File: config.mk
export PLATFORM = sky130hd
export DESIGN_NAME = serial_add_ctrl
export DESIGN_NICKNAME = d
export VERILOG_FILES = /design/src/rtl/serial_add_pkg.sv /design/src/rtl/serial_add_ctrl_fa_bit.sv /design/src/rtl/serial_add_ctrl.sv
export SDC_FILE = /design/constraint.sdc
export NUM_CORES = 1
export LEC_CHECK = 0
export ABC_CLOCK_PERIOD_IN_PS = 2800
export CAP_MARGIN = 20
export CORE_MARGIN = 2
export CORE_UTILIZATION = 49
export DETAILED_ROUTE_END_ITERATION = 12
export PLACE_DENSITY_LB_ADDON = 0.3
export SYNTH_ARGS = -nofsm -noshare
export SYNTH_HDL_FRONTEND = slang
export SYNTH_SLANG_ARGS = --single-unit
File: constraint.sdc
create_clock -name clk -period 2.8 [get_ports clk]
set_input_delay 0.56 -clock clk [delete_from_list [all_inputs] [get_ports clk]]
set_output_delay 0.56 -clock clk [all_outputs]
set_load 0.02 [all_outputs]
File: src/rtl/serial_add_pkg.sv
// Shared types and limits for the bit-serial adder sequencer.
package serial_add_pkg;

  typedef enum logic [1:0] {
    IDLE = 2'b00,
    RUN  = 2'b01,
    DONE = 2'b10
  } state_e;

  localparam int unsigned MAX_WIDTH = 32;

endpackage

File: src/rtl/serial_add_ctrl_fa_bit.sv
// Combinational 1-bit full adder; the only arithmetic cell of the serial adder.
module fa_bit (
  input  logic a,
  input  logic b,
  input  logic cin,
  output logic sum,
  output logic cout
);

  assign sum  = a ^ b ^ cin;
  assign cout = (a & b) | (a & cin) | (b & cin);

endmodule

File: src/rtl/serial_add_ctrl.sv
// Bit-serial WIDTH-bit adder: one full-adder cell, LSB first, carry flop closes the loop.
module serial_add_ctrl
  import serial_add_pkg::*;
#(
  parameter int unsigned WIDTH = 4
) (
  input  logic             clk,
  input  logic             rst,
  input  logic             start_valid,
  output logic             start_ready,
  input  logic [WIDTH-1:0] a,
  input  logic [WIDTH-1:0] b,
  input  logic             cin,
  output logic             res_valid,
  input  logic             res_ready,
  output logic [WIDTH-1:0] sum,
  output logic             cout,
  output logic             busy
);

  localparam int unsigned CNT_W = (WIDTH > 1) ? $clog2(WIDTH) : 1;
  localparam logic [CNT_W-1:0] CNT_LAST = CNT_W'(WIDTH - 1);

  state_e           state_q;
  logic [WIDTH-1:0] a_sh_q;
  logic [WIDTH-1:0] b_sh_q;
  logic [WIDTH-1:0] sum_sh_q;
  logic [WIDTH-1:0] sum_sh_d;
  logic [WIDTH-1:0] sum_q;
  logic             carry_q;
  logic             cout_q;
  logic [CNT_W-1:0] cnt_q;
  logic             s_bit;
  logic             co_bit;

  fa_bit u_fa (
    .a    (a_sh_q[0]),
    .b    (b_sh_q[0]),
    .cin  (carry_q),
    .sum  (s_bit),
    .cout (co_bit)
  );

  assign sum_sh_d = {s_bit, sum_sh_q[WIDTH-1:1]};

  // sum_q/cout_q are a separate result holding register so the outputs keep the
  // last completed result while the working shift register is reused.
  always_ff @(posedge clk) begin
    if (rst) begin
      state_q  <= IDLE;
      a_sh_q   <= '0;
      b_sh_q   <= '0;
      sum_sh_q <= '0;
      sum_q    <= '0;
      carry_q  <= 1'b0;
      cout_q   <= 1'b0;
      cnt_q    <= '0;
    end else begin
      case (state_q)
        IDLE: begin
          if (start_valid) begin
            a_sh_q   <= a;
            b_sh_q   <= b;
            carry_q  <= cin;
            sum_sh_q <= '0;
            cnt_q    <= '0;
            state_q  <= RUN;
          end
        end
        RUN: begin
          a_sh_q   <= a_sh_q >> 1;
          b_sh_q   <= b_sh_q >> 1;
          sum_sh_q <= sum_sh_d;
          carry_q  <= co_bit;
          if (cnt_q == CNT_LAST) begin
            sum_q   <= sum_sh_d;
            cout_q  <= co_bit;
            state_q <= DONE;
          end else begin
            cnt_q <= cnt_q + CNT_W'(1);
          end
        end
        DONE: begin
          if (res_ready) begin
            state_q <= IDLE;
          end
        end
        default: state_q <= IDLE;
      endcase
    end
  end

  assign start_ready = (state_q == IDLE);
  assign res_valid   = (state_q == DONE);
  assign busy        = (state_q == RUN) || (state_q == DONE);
  assign sum         = sum_q;
  assign cout        = cout_q;

endmodule

After elaboration in Yosys (flattened, before gate mapping)
Cells that the tools add are included.
Word-level totals
  flip-flop bits (word level): 22
  input bits: 13
  output and inout bits: 8
  logic and storage cells: 45
Cells by class
  add/sub/neg operators: 1
  eq/ne operators: 7
  multiplexer cells: 15
  bitwise logic cells: 7
  reduce and logical (&&, ||, !) cells: 7
Operators by type and width (number)
  4-bit case mux with 2 select lines: 3
  4-bit 2-to-1 mux: 3
  2-bit 2-to-1 mux: 5
  2-bit != test, second input constant: 3
  2-bit case mux with 3 select lines: 1
  3-bit AND reduction: 2
  2-bit == test, second input constant: 2
  2-bit case mux with 2 select lines: 1
  2-bit AND reduction: 2
  1-bit bitwise AND: 3
  2-bit by 1-bit adder with 2-bit output, second input constant: 1
  2-bit by 1-bit == test with 1-bit output, second input constant: 1
  2-bit logical NOT: 1
  2-bit by 1-bit != test with 1-bit output, second input constant: 1
  1-bit bitwise OR: 2
  1-bit case mux with 2 select lines: 1
  2-bit nonzero test: 1
  1-bit bitwise XOR: 2
  1-bit logical OR: 1
  1-bit 2-to-1 mux: 1

Longest topological paths before layout
  word-level depth: 4
  depth in mapped cells: 7
  depth with buffers taken out: 5

Hierarchy
Synthesis repeated with hierarchy kept, for this count alone.
Second synthesis, totals
  cells, all modules: 110
  area total of the unflattened synthesis: 1038.5 sq um
Modules (own cells, without submodules)
  serial_add_ctrl: times used 1, cells each 109, area each 1018.5 sq um, seq. area each 420.4 sq um
  fa_bit: times used 1, cells each 1, area each 20.0 sq um, seq. area each 0.0 sq um

Worst setup path before layout
Ideal clock, no wire load.
  kind: flip-flop to flip-flop
  start: reg state_q[0]
  end: reg a_sh_q[3]
  data arrival time: 1.430 ns
  data required time: 2.669 ns
  path slack: 1.239 ns
  stages on the path, launching flop included: 7
  path buffers: 1
  path through: dfxtp_1 > inv_1 > ha_1 > mux2_4 > buf_12 > nand3b_2 > a21oi_2
Between the ends
  cells in the longest elaborated chain, start to end: 3
RTL lines
  start: declaration: line serial_add_ctrl.sv:24  | state_e state_q;
  start signal: assignment: line serial_add_ctrl.sv:50  | state_q <= IDLE;
  start signal: assignment: line serial_add_ctrl.sv:67  | state_q <= RUN;
  start signal: assignment: line serial_add_ctrl.sv:78  | state_q <= DONE;
  2-bit logical NOT *
  net start_ready: line serial_add_ctrl.sv:10  | output logic start_ready,
  2-bit != test (no line) / 2-bit nonzero test (equally long branches)
  2-bit AND reduction (no line)
  end signal: assignment: line serial_add_ctrl.sv:71  | a_sh_q <= a_sh_q >> 1;
  end: declaration: line serial_add_ctrl.sv:25  | logic [WIDTH-1:0] a_sh_q;
Mark *: on every way through the listed nets, which the timed path passes. The rest lies on a longest branch.
A chain may end at the register's enable or synchronous reset.

Final worst setup path
  start: reg state_q[0]
  end: out start_ready
Between the ends
  cells in the longest elaborated chain, start to end: 1
RTL lines
  2-bit logical NOT: line serial_add_ctrl.sv:93  | assign start_ready = (state_q == IDLE);
  end: declaration: line serial_add_ctrl.sv:10
Every way passes these cells.

==> reports/summary.md <==
The run finished with clean final reports. The highest net fanout along the worst path was 6; the number of global-route vias before repair was 873. The most common cell in the synthesized netlist is dfxtp_1. The number of failing setup endpoints in the final timing report was 0. The worst path buffer plus inverter count was 2; the average instance area after synthesis was 9.90 um2.

The run gives 1.71 ns as the data arrival at the endpoint of the critical path. Initial standard-cell utilization of the core: 50.6%. In this run the static leakage power is 0.493 nW.

The congestion estimate from routability-driven global placement came to 0.745. Final antenna diode count: 0. The biggest area consumer among synthesized cells is dfxtp_1. Initial antenna violation count: 0. For this run, the leading register cell type out of synthesis is dfxtp_1.

The run gives 0 as the post-cts sizing count. TritonCTS built the clock tree. The floorplan has 17 rows. In this run the horizontal extent of the chip is 51.4 um. The CTS root buffer was clkbuf_4.

The total routing resource utilization after global routing is 17.7%. In this run the worst setup path begins at state_q[0]. For this run, the top clock speed supported by timing is 440 MHz.

The post-detailed-route via-to-cell ratio came out at 5.14. Walking the worst path, the cells encountered are inv_1, ha_1, clkdlybuf4s50_1. Across the VDD grid, the largest voltage drop is 0.000538 V. Yosys mapped a number of flops with a built-in enable equal to 0. The remaining number of nets flagged by the antenna check after routing was 0. The clock latency reported for the late side of the worst-skew pair was 0.29 ns. The final max-slew violation count is 0, and the routed length per placed instance is 12.7 um.

The number of different library cells used by synthesis comes to 29. During placement, the flow inserted port buffers numbering 20. Worst hold-check path type: register to register.

For the clock skew, the log shows 0.00300 ns. Synthesis inferred 21 register bits. After filler insertion, the fill cell instance count of the layout stands at 204. The run gives 0 as the number of max-cap violations. For this design the ratio of total power to cell area is 801 nW/um2.

Once the clock tree was built, the setup fixing pass inserted 0 buffers. The post-route clock period utilization is 81.2%, and the die area is 2640 um2. The aggregate global routing overflow came out at 0. After detailed placement, the total cell area comes to 1300 um2. The net count of the mapped netlist was 131; the share of the synthesized area in the top cell type was 38.3%. The area of the core is 2170 um2. The remaining design rule violation count is 0, and the signed area change from the synthesized netlist to the final layout is 20.7%. In this run, the number of DRC markers left after iteration 0 of detailed routing was 13. For the length of the first detailed-routing pass in iterations, the log shows 4. The kind of cell with the highest combined delay along the critical path is buffers and inverters. After synthesis, the most frequently instantiated cells are 21 x dfxtp_1, 13 x nand2_1, 10 x mux2i_1, 10 x nor2_1.

The first global-routing pass estimated 3.53 mm of wire. Detailed routing inserted a total of 817 vias. After detailed routing, the total wire length is 2.02 mm. Time the worst path needs with I/O delays and setup: 2.27 ns.

The cell count after synthesis came out at 111. The data required time at the worst endpoint is 2.24 ns, and the boundary pin count is 21. For this run, the number of Yosys warnings is 0. The worst setup path is captured at a primary output.

The total clock buffers created by CTS was 3. The synthesized area is 1100 um2, and the net total in the final layout is 152. Among all stages on the critical path, the largest delay is contributed by clkdlybuf4s50_1. Measured against its own limit, the worst slew margin works out to 67.3%.

Entering global routing, the biggest net connects 17 pins. The sequential fraction of the synthesis area is 38.3%, and the transition time at the pin with the least slew margin is 0.476 ns. From bottom edge to top edge, the die measures 51.4 um. The hold-fix buffer count after cts was 0.

In the post-synthesis netlist, the biggest area contributors are dfxtp_1 38%, mux2i_1 9.1%, a211oi_2 8.0%, ha_1 6.8%, nand2_1 4.4%. Clock-pin slew was measured on the worst setup and hold paths at 0.11 ns. The number of H-tree levels was 1. Setup repair after global routing left no endpoint under its margin.

The peak per-stage delay on the critical path is 0.65 ns. The type of the worst setup path is register to primary output. The source of the worst hold timing path is sum[2]. In this run the critical register-to-register path is launched from state_q[1]. STA classifies the critical path startpoint as a register. For the number of hold violations in the final report, the log shows 0. CTS saw 21 sinks. The share of flip-flops with an asynchronous set or reset after synthesis is 0%. Adding up every negative setup slack in the final design gives 0 ns.

The fraction of layout instances using a drive strength above 1 was 13.7%; the estimated wirelength of the detail-placed design was 1.53 mm. The longest clock path from root to sink contains 2 buffers. After routing the design area is 1330 um2.
cells by family after synthesis:
kind of cell    share of synthesized area [%]
flops                                    38.3
compound gates                           16.5
fa+ha+maj                                8.66
mux                                      10.5
simple gates                             21.0
buf+inv                                  5.13
final cells by class:
| class | count | area (um2) | share of cell area (%) |
|---|---|---|---|
| multi-input combinational | 82 | 622 | 46.9 |
| sequential | 21 | 420 | 31.7 |
| tap | 28 | 35.0 | 2.64 |
| clock buffer | 4 | 26.3 | 1.98 |
| inverter | 2 | 7.51 | 0.566 |
| timing repair buffer | 22 | 215 | 16.2 |
path summary, 6_finish.rpt:
kind	end	slack (ns)	cells past startpoint
hold reg to reg	sum[2]	0.46	2
setup / recovery	start_ready	0.53	3
setup reg to reg	b_sh_q[0]	1.20	5
hold / removal	sum[2]	0.46	2
sequential cells by signal (all words and copies together) (netlist names):
| register | flops |
|---|---|
| sum_sh_q | 3 |
| carry_q | 1 |
| cnt_q | 2 |
| sum | 4 |
| a_sh_q | 4 |
| cout | 1 |
| b_sh_q | 4 |
| state_q | 2 |
worst reg2reg max path, stage by stage (launching register included):
cell and delay (ns):
dfxtp_1 0.34, inv_1 0.12, ha_1 0.41, mux2_4 0.39, nor2_1 0.09, a211oi_2 0.19
metrics by stage:
step                cells  util, %  setup slack [ns]  hold slack (ns)  power [mW]
detailed placement    155     59.9             0.858            0.448       0.927
finish                159     61.1             0.526            0.461        1.06
global placement      155     59.9             0.906            0.442       0.904
CTS                   159     61.1             0.501            0.465        1.07
floorplan             111        -              1.24            0.432       0.833
global route          159     61.1             0.473            0.491        1.14
metal layers:
layer | wire (um) | GRT usage, % | up-vias
li1 | - | - | 423
met2 | 977 | 32.3 | 21
met4 | 23 | 8.33 | 0
met3 | 92 | 2.63 | 4
met1 | 924 | 20.0 | 369
met5 | 0 | 0 | -
where the power goes:
part	total (mW)	switching, mW	internal, mW
Sequential	0.410	0.0465	0.364
Clock	0.144	0.0885	0.0554
Combinational	0.508	0.270	0.238
Total	1.06	0.405	0.657
placed cells by master, fill, tap and decap left out, types with 3 or more instances in the layout:
cell | Yosys | final
mux2i_1 | 10 | 10
a32oi_1 | 3 | 3
nand2_1 | 13 | 13
nand2b_1 | 6 | 6
a21oi_1 | 7 | 7
nor2_1 | 10 | 10
ha_1 | 6 | 6
a211oi_2 | 7 | 7
clkdlybuf4s50_1 | 0 | 20
clkbuf_4 | 0 | 3
dfxtp_1 | 21 | 21
nor2b_1 | 3 | 3
No activity file was read; power rests on OpenSTA's default activity.
